File: src/rtl/handshake_rr_arbiter.sv
// Round-robin arbiter: merges NUM_INPUTS valid/ready producers into one
// registered valid/ready output that carries the token and the winner's index.
module handshake_rr_arbiter #(
    parameter int NUM_INPUTS  = 4,
    parameter int DATA_WIDTH  = 32,
    parameter int INDEX_WIDTH = 2
) (
    input  logic                             clk,
    input  logic                             rst,
    input  logic [NUM_INPUTS*DATA_WIDTH-1:0] ins,
    input  logic [NUM_INPUTS-1:0]            ins_valid,
    output logic [NUM_INPUTS-1:0]            ins_ready,
    output logic [DATA_WIDTH-1:0]            outs,
    output logic [INDEX_WIDTH-1:0]           index,
    output logic                             outs_valid,
    input  logic                             outs_ready
);

    logic [INDEX_WIDTH-1:0] ptr;
    logic                   load;
    logic                   found_p0;
    logic [INDEX_WIDTH-1:0] grant_idx_p0;
    logic [DATA_WIDTH-1:0]  grant_data_p0;

    // Explicit wrap keeps non-power-of-2 channel counts correct.
    function automatic logic [INDEX_WIDTH-1:0] next_ptr(input logic [INDEX_WIDTH-1:0] g);
        if (g == INDEX_WIDTH'(NUM_INPUTS - 1))
            return '0;
        return g + 1'b1;
    endfunction

    assign load = !outs_valid || outs_ready;

    // Stage p0: rotating-priority search starting at ptr
    always_comb begin
        int j;
        found_p0      = 1'b0;
        grant_idx_p0  = '0;
        grant_data_p0 = '0;
        ins_ready     = '0;
        j             = 0;
        for (int k = 0; k < NUM_INPUTS; k++) begin
            j = int'(ptr) + k;
            if (j >= NUM_INPUTS)
                j = j - NUM_INPUTS;
            if (!found_p0 && ins_valid[j]) begin
                found_p0      = 1'b1;
                grant_idx_p0  = INDEX_WIDTH'(j);
                grant_data_p0 = ins[j*DATA_WIDTH +: DATA_WIDTH];
                // ins_ready is held low during reset so no token is consumed then.
                if (load && !rst)
                    ins_ready[j] = 1'b1;
            end
        end
    end

    // Stage p1: one-entry output register and priority pointer
    always_ff @(posedge clk or posedge rst) begin
        if (rst) begin
            outs       <= '0;
            index      <= '0;
            outs_valid <= 1'b0;
            ptr        <= '0;
        end else if (load) begin
            if (found_p0) begin
                outs       <= grant_data_p0;
                index      <= grant_idx_p0;
                outs_valid <= 1'b1;
                ptr        <= next_ptr(grant_idx_p0);
            end else begin
                outs_valid <= 1'b0;
            end
        end
    end

endmodule

File: config.mk
export PLATFORM = sky130hd
export DESIGN_NAME = handshake_rr_arbiter
export DESIGN_NICKNAME = d
export VERILOG_FILES = /design/src/rtl/handshake_rr_arbiter.sv
export SDC_FILE = /design/constraint.sdc
export NUM_CORES = 1
export LEC_CHECK = 0
export CORE_MARGIN = 1
export CORE_UTILIZATION = 31
export DETAILED_ROUTE_END_ITERATION = 16
export PLACE_DENSITY = 0.66
export RECOVER_POWER = 100
export SETUP_SLACK_MARGIN = 0.02
export SYNTH_ARGS = -nofsm -noshare
export SYNTH_HDL_FRONTEND = slang
export SYNTH_SLANG_ARGS = --single-unit
File: constraint.sdc
create_clock -name clk -period 5 [get_ports clk]
set_clock_uncertainty 0.1 [all_clocks]
set_input_delay 0.75 -clock clk [delete_from_list [all_inputs] [get_ports clk]]
set_output_delay 0.75 -clock clk [all_outputs]
set_load 0.02 [all_outputs]
* Yosys cells after proc, flatten, opt, wreduce, memory -nomap -nowiden *
Index checks and enable logic that the tools add are counted.

storage, ports and cells
  bits in latches = 0
  input bits = 135
  memories = 0
  register bits = 37
  output and inout port bits = 39
  RAM bits = 0
  word-level logic and storage cells = 97
  ROM bits = 0

operators by class
  add/sub/neg operators = 8
  mux-type cells = 50
  bitwise logic cells = 3
  divide/modulo/power cells = 0
  eq/ne operators = 1
  shifts and indexed selects = 4
  reductions and logical operators = 15
  $mul = 0
  $lt $le $gt $ge = 12

operator list
  kind                                                                number
  variable part select 128 x 32 -> 32 bit                             4
  2-to-1 mux 32 bit                                                   8
  greater-or-equal comparator 32 x 1 -> 1 bit, second input constant  4
  less-than comparator 32 x 4 -> 1 bit, second input constant         4
  2-to-1 mux 4 bit                                                    8
  2-to-1 mux 1 bit                                                    20
  2-to-1 mux 2 bit                                                    6
  OR 4 bit                                                            3
  subtractor 3 x 3 -> 4 bit, second input constant                    3
  greater-or-equal comparator 3 bit, second input constant            3
  binary-select mux 1 bit (select 2 bit)                              4
  demux 1 bit (select 2 bit)                                          4
  logical AND 1 bit                                                   8
  adder 2 x 2 -> 3 bit, second input constant                         2
  logical NOT 1 bit                                                   5
  subtractor 2 x 3 -> 4 bit, second input constant                    1
  adder 2 x 1 -> 3 bit, second input constant                         1
  greater-or-equal comparator 2 x 3 -> 1 bit, second input constant   1
  adder 2 x 1 -> 2 bit, second input constant                         1
  == test 2 bit, second input constant                                1
  AND reduction 2 bit                                                 1
  logical OR 1 bit                                                    1

* Logic depth before layout (Yosys ltp) *
Gate-level depths: netlist of run 1.

  depth in word-level cells = 20
  mapped depth = 14

* Worst setup path after synthesis of run 1 *
OpenSTA, ideal clock, no wires.

  kind = register -> output
  from = reg ptr[1]
  to = out ins_ready[0]
  path slack = 0.837 ns
  arrival = 3.313 ns
  buffers on the path = 6
  data required time = 4.150 ns
  cell stages (with the launch flop) = 14
  cell sequence = dfrtp_1 > buf_2 > clkinv_1 > clkbuf_1 > ha_1 > clkbuf_1 > mux4_2 > buf_6 > or3b_1 > buf_6 > nor2_8 > buf_6 > a22oi_1 > a21oi_1

on the way
  longest elaborated chain between the ends = 17
  elaborated cells on any way between the ends = 67
  classes of those cells = add/sub: 7; order compare: 12; mux: 35; bitwise: 3; reduce/logical: 10

RTL lines
  item                                                                                  line  text
  start: declaration                                                                    19    logic [INDEX_WIDTH-1:0] ptr;
  start signal: assignment                                                              69    ptr <= next_ptr(grant_idx_p0);
  branches (longest 16 deep; another with greater-or-equal comparator 32 x 1 -> 1 bit)  --
  2-to-1 mux 4 bit *                                                                    46    if (!found_p0 && ins_valid[j]) begin
  end: declaration                                                                      12    output logic [NUM_INPUTS-1:0] ins_ready,

Mark *: on every way between the ends. The select of a mux whose other input is x is not followed.

==> impl_metrics.py, run 1 <==
metrics = {
    "status": {
        "status": "finished, violations left",
        "violations": "design-rule violations, max-capacitance violations, max-slew violations",
    },
    "sta": {
        "rsz0062_at_grt": "no",
        "fin_crit_sh_pct": 91.98,
        "period_needed_ns": 4.599,
        "fmax_mhz": 217.4,
        "whs_ns": 0.3807,
        "finalWorstSetupSlack_ns": 0.4009,
        "setup_viol": 0,
        "slew_violations": 38,
        "relSlewSlack_pct": -49.80,
        "hold_violations": 0,
        "worst_pin_slew_ns": 2.247,
        "setup-tns-final_ns": 0,
    },
    "critical_path": {
        "arrival_ns": 3.75,
        "worstPathRequired_ns": 4.15,
        "start_kind": "register",
        "end_kind": "output port",
        "cp_slowest_stage_delay_ns": 0.69,
        "crit_buf_inv": 3,
        "worstPathCellList": "inv_1 > ha_4 > buf_4 > mux4_2 > or3b_1 > nor2_8 > nand2_1 > a21oi_1 > dlygate4sd3_1",
        "path_max_fanout": 24,
        "critical_path_class": "register to output port",
        "slowest_stage": "dlygate4sd3_1",
        "path_delay_family": "buffers and inverters",
    },
    "global_route": {
        "antenna_found_initial": 0,
        "grt_overflow": 0,
        "grt_use_total_pct": 19.47,
        "grt_pass1_vias": 5593,
        "grt_max_degree": 174,
        "grt_pass1_wl_mm": 30.29,
    },
    "worst_hold_path": {
        "hp-class": "register to register",
    },
    "routing": {
        "avgViaCountPerCell": 5.870,
        "wl_per_cell_um": 19.31,
        "drc": 10,
        "ant_nets": 0,
        "route.vias.total": 5800,
        "dr.pass1.iters": 11,
        "routed_wl_mm": 19.08,
        "drtIter0Drc": 254,
    },
    "cells_and_area": {
        "num-fill-cells": 1775,
        "final_core_util_pct": 42.88,
        "area_growth_pct": 33.79,
        "final_cell_mix": "135 x clkdlybuf4s50_1, 89 x nand2_1, 66 x mux2i_1",
        "final_area_mm2": 0.007807,
        "antenna_cells": 0,
        "nets": 901,
        "final_common_cell": "clkdlybuf4s50_1",
        "drive_above_1_share_pct": 19.24,
        "fin_cells": 988,
    },
    "cts": {
        "cts_root_buf": "clkbuf_16",
        "cts_resized": 0,
        "clock_path_buffers": 2,
        "ctsHoldBuffers": 0,
        "htreeDepth": 2,
        "cts.sinks": 37,
        "cts_tree": "yes",
        "clk_pin_slew_worst_paths_ns": 0.06,
        "post_cts_buffers": 0,
        "clk_latency_ns": 0.28,
        "cts_inserted_buffers": 5,
    },
    "pwr": {
        "p_sw_share_pct": 48.62,
        "comb_power_share_pct": 82.9,
        "leakage_nw": 2.959,
        "ir_drop_uv": 514.2,
        "power.share.sequential_pct": 10.9,
        "clockPowerShare_pct": 6.2,
        "finalPower_mw": 4.983,
        "p_int_mw": 2.561,
        "power.switching_mw": 2.423,
        "p_per_area_mw_per_mm2": 638.3,
    },
    "logic_synthesis": {
        "synth_top_area_share_pct": 24.31,
        "syn_nets": 772,
        "synth_flop_cell": "dfrtp_1",
        "synth_warnings": 0,
        "ys_async_sr_fraction_pct": 100.0,
        "synth_area_leaders": "mux4_2 24%, dfrtp_1 16%, mux2i_1 11%",
        "synth_cells": 629,
        "synth-edff-count": 0,
        "yosysTopAreaCell": "mux4_2",
        "ys_seq_area_share_pct": 15.87,
        "ys_types": 44,
        "avgSynthCellArea_um2": 9.278,
        "syn_area_mm2": 0.005836,
        "ys_ff_latch": 37,
    },
    "placement": {
        "hpwl_mm": 13.19,
        "dp.cells": 980,
        "place.port_buffers": 173,
        "gp_congestion": 0.7628,
        "post_dp_cell_area_mm2": 0.007689,
        "pre_cts_slack_ns": 0.4466,
    },
    "floorplan": {
        "initial_core_util_pct": 32.05,
        "coreArea_mm2": 0.01821,
        "die_x_um": 139.2,
        "die_h_um": 139.2,
        "row_count": 49,
        "die-area_mm2": 0.01938,
        "io_pins": 174,
    },
    "job": {
        "maxCapViolations": 1,
    },
}
-- synthesized netlist by cell type, types with 2 or more instances --
cell,count
inv_1,4
nand3b_1,2
xnor2_1,2
a22o_1,2
clkbuf_1,27
o21ai_0,35
nor2b_1,3
dfrtp_1,37
nor2_1,20
buf_6,4
a211oi_1,19
nand2b_1,3
nand3_1,6
nand2_1,89
mux2_2,36
nor3_1,12
mux4_2,63
o31ai_1,22
and3_1,2
ha_1,8
buf_4,2
o31ai_2,9
a21oi_1,57
buf_2,30
mux2i_1,66
o22ai_1,36
a221o_1,3
a32o_1,3
a21oi_2,10
buf_1,3
-- metal layers --
| metal | vias up | GRT usage [%] | share of wire (%) |
|---|---|---|---|
| met4 | 0 | 5.146 | 1.5 |
| met2 | 202 | 32.85 | 48 |
| li1 | 2739 | - | - |
| met1 | 2843 | 26.13 | 45 |
| met3 | 16 | 2.555 | 5.2 |
| met5 | - | 0 | 0 |
-- cells by family after synthesis --
| family | count (synthesis) | synth area share [%] |
|---|---|---|
| XOR/XNOR | 2 | 0.3002 |
| adder cells (fa/ha/maj) | 8 | 1.715 |
| multiplexers | 165 | 42.58 |
| AO/OA/AOI/OAI | 202 | 22.64 |
| AND/OR/NAND/NOR | 143 | 10.78 |
| flip-flops | 37 | 15.87 |
| buffers and inverters | 72 | 6.110 |
-- tightest hold or removal path: stages, from the launching register on --
cell and delay [ns]:
dfrtp_1 0.34, nand2_1 0.05, o31ai_1 0.05
-- path summary, 6_finish.rpt --
check | start | endpoint | slack [ns] | depth (start not counted)
min reg2reg | outs[13]$_DFFE_PP0P_ | outs[13]$_DFFE_PP0P_ | 0.38 | 2
min in group asynchronous | rst | outs[6]$_DFFE_PP0P_ | 1.81 | 3
max in group asynchronous | rst | outs[28]$_DFFE_PP0P_ | 1.71 | 3
max | register | ins_ready[1] | 0.40 | 9
max reg2reg | register | outs[18]$_DFFE_PP0P_ | 0.62 | 8
min | outs[13]$_DFFE_PP0P_ | outs[13]$_DFFE_PP0P_ | 0.38 | 2
-- layout make-up --
cell class	count	area, um^2	area share [%]
Clock inverter	2	10.01	0.1282
Multi-Input combinational cell	520	4577	58.62
Sequential cell	37	925.9	11.86
Timing Repair Buffer	189	1861	23.83
Tap cell	229	286.5	3.670
Clock buffer	6	128.9	1.651
Inverter	5	18.77	0.2404
-- power by group through the flow --
stage / Combinational [mW] / Clock [mW] / Sequential (mW)
after floorplan: 3.05 / 0 / 0.684
after global placement: 4.14 / 0 / 0.559
after detailed placement: 4.19 / 0 / 0.557
after CTS: 4.20 / 0.319 / 0.555
after global routing: 4.51 / 0.326 / 0.562
final: 4.13 / 0.307 / 0.543
-- sequential cells by signal, summed over array words and instances, names as in the netlist, named ones only --
register,cells
outs,32
ptr,1
index,2
outs_valid,1
No activity file was read; power rests on OpenSTA's default activity.
==> run 2: changes to the inputs <==
--- a/config.mk
+++ b/config.mk
@@ -5,6 +5,7 @@
 export SDC_FILE = /design/constraint.sdc
 export NUM_CORES = 1
 export LEC_CHECK = 0
+export CORE_ASPECT_RATIO = 1.2
 export CORE_MARGIN = 1
 export CORE_UTILIZATION = 31
 export DETAILED_ROUTE_END_ITERATION = 16
==> run 2 against run 1 <==
The flow finishes with violations (max-capacitance violations, max-slew violations). Worst hold slack worse by 0.011 ns. Wire length is 0.14% lower. Setup slack gained 0.0054 ns. Critical path depth unchanged. Maximum frequency increased by 0.12%. Largest cell class unchanged. Critical endpoint is now ins_ready[0]. Non-clock buffer count decreased by 2. Die area hardly changed. Total power rose by 0.39%. Combinational power hardly changed. Sequential cell count is the same. Cell area is 0.40% higher.
==> impl_metrics.py, run 2 (synthesized netlist as in run 1, its figures left out) <==
metrics = {
    "status": {
        "status": "finished, violations left",
        "violations": "max-capacitance violations, max-slew violations",
    },
    "cells_and_area": {
        "final_common_cell": "clkdlybuf4s50_1",
        "regMostFlops": "outs",
        "reg_top3": "outs (32), index (2)",
        "largest_reg_flops": 32,
        "area_growth_pct": 34.33,
        "drive_above_1_share_pct": 19.42,
        "final_area_mm2": 0.007839,
        "num-fill-cells": 1752,
        "antenna_cells": 0,
        "final_core_util_pct": 42.81,
        "final_cell_mix": "136 x clkdlybuf4s50_1, 89 x nand2_1, 66 x mux2i_1",
        "nets": 899,
    },
    "cts": {
        "ctsHoldBuffers": 0,
        "post_cts_buffers": 0,
        "cts.sinks": 37,
        "htreeDepth": 2,
        "cts_tree": "yes",
        "clock_path_buffers": 2,
        "clk_latency_ns": 0.28,
        "cts_inserted_buffers": 5,
        "cts_root_buf": "clkbuf_16",
        "cts_resized": 0,
        "clk_pin_slew_worst_paths_ns": 0.06,
    },
    "critical_path": {
        "critical_path_class": "register to output port",
        "ff2ff_setup_slack_ns": 0.67,
        "reg2reg_depth": 8,
        "rr_startpoint": "ptr[1]$_DFFE_PP0P_",
        "end_kind": "output port",
        "worstPathRequired_ns": 4.15,
        "arrival_ns": 3.74,
        "start_kind": "register",
        "path_max_fanout": 27,
        "r2r_end": "outs[25]$_DFFE_PP0P_",
    },
    "sta": {
        "worst_pin_slew_ns": 2.257,
        "period_needed_ns": 4.594,
        "finalWorstSetupSlack_ns": 0.4063,
        "rsz0062_at_grt": "no",
        "relSlewSlack_pct": -50.44,
        "slew_violations": 38,
        "setup_viol": 0,
        "hold_violations": 0,
        "setup-tns-final_ns": 0,
        "fmax_mhz": 217.7,
        "fin_crit_sh_pct": 91.87,
    },
    "placement": {
        "pre_cts_slack_ns": 0.5260,
        "post_dp_cell_area_mm2": 0.007702,
        "place.port_buffers": 173,
        "gp_congestion": 0.7946,
        "hpwl_mm": 13.04,
    },
    "routing": {
        "route.vias.total": 5793,
        "dr.pass1.iters": 5,
        "avgViaCountPerCell": 5.741,
        "drtIter0Drc": 310,
        "drc": 0,
        "routed_wl_mm": 19.05,
        "wl_per_cell_um": 18.88,
        "ant_nets": 0,
    },
    "pwr": {
        "finalPower_mw": 5.003,
        "ir_drop_uv": 509.3,
        "p_per_area_mw_per_mm2": 638.2,
        "leakage_nw": 2.938,
    },
    "global_route": {
        "grt_pass1_wl_mm": 29.47,
        "grt_overflow": 0,
        "grt_max_degree": 172,
        "grt_use_total_pct": 19.10,
        "grt_pass1_vias": 5523,
        "antenna_found_initial": 1,
    },
    "worst_hold_path": {
        "hold_end": "outs[16]$_DFFE_PP0P_",
        "holdPathStages": 2,
        "hp-class": "register to register",
        "min_from": "outs[16]$_DFFE_PP0P_",
    },
    "job": {
        "maxCapViolations": 1,
    },
    "floorplan": {
        "die_x_um": 127.3,
        "row_count": 54,
        "die-area_mm2": 0.01938,
        "die_h_um": 152.3,
        "coreArea_mm2": 0.01831,
        "initial_core_util_pct": 31.87,
        "io_pins": 174,
    },
}
run 2: changes by cell type in the layout (fill, tap and decap cells not counted), sizes merged:
cell and delta:
clkdlybuf4s50 +1, clkinv -1, dlygate4sd3 -1, dlymetal6s2s -1
run 2: stage by stage:
| stage | instances | hold slack (ns) |
|---|---|---|
| finish | 1009 | 0.3697 |
| global route | 1009 | 0.3961 |
| CTS | 1009 | 0.3800 |
| detailed placement | 1001 | 0.3657 |
| global placement | 1001 | 0.3630 |
| floorplan | 629 | 0.4818 |
run 2: worst max path at each step:
stage / depth (start not counted) / end / from
2_1_floorplan: 13 / ins_ready[0] / ptr[1]$_DFFE_PP0P_
3_3_place_gp: 7 / ins_ready[0] / ins_valid[2]
3_5_place_dp: 7 / ins_ready[0] / ins_valid[2]
4_1_cts: 9 / ins_ready[0] / register
5_1_grt: 8 / outs[30]$_DFFE_PP0P_ / ins_valid[2]
6_report: 9 / ins_ready[0] / register
run 2: where the power goes:
| group | switching [mW] | total, mW | leakage [nW] | internal (mW) |
|---|---|---|---|---|
| Sequential | 0.0967 | 0.548 | 0.458 | 0.451 |
| Combinational | 2.20 | 4.11 | 2.40 | 1.92 |
| Clock | 0.129 | 0.340 | 0.0799 | 0.211 |
| Total | 2.42 | 5.00 | 2.94 | 2.58 |
run 2: worst max-delay path: stages, from the launching register on:
cell and delay, ns:
dfrtp_4 0.50, inv_1 0.18, ha_4 0.33, buf_4 0.35, mux4_2 0.34, or3b_1 0.42
nor2_4 0.40, a22oi_1 0.13, a21oi_1 0.17, clkdlybuf4s50_1 0.61
run 2: final cells by class:
type / count / area [um^2] / area share, %
flip-flops and latches: 37 / 929.6 / 11.86
inverters: 5 / 18.77 / 0.2394
multi-input cells: 520 / 4576 / 58.37
clock buffers: 7 / 152.6 / 1.947
repair buffers: 187 / 1842 / 23.50
well taps: 252 / 315.3 / 4.022
clock inverters: 1 / 5.005 / 0.06385
run 2: per-layer routing:
layer / track usage [%] / vias up / share of wire (%)
li1: - / 2721 / -
met1: 24.45 / 2799 / 42
met2: 32.10 / 244 / 49
met3: 3.968 / 27 / 7.3
met4: 5.839 / 2 / 1.8
met5: 0 / - / 0.068
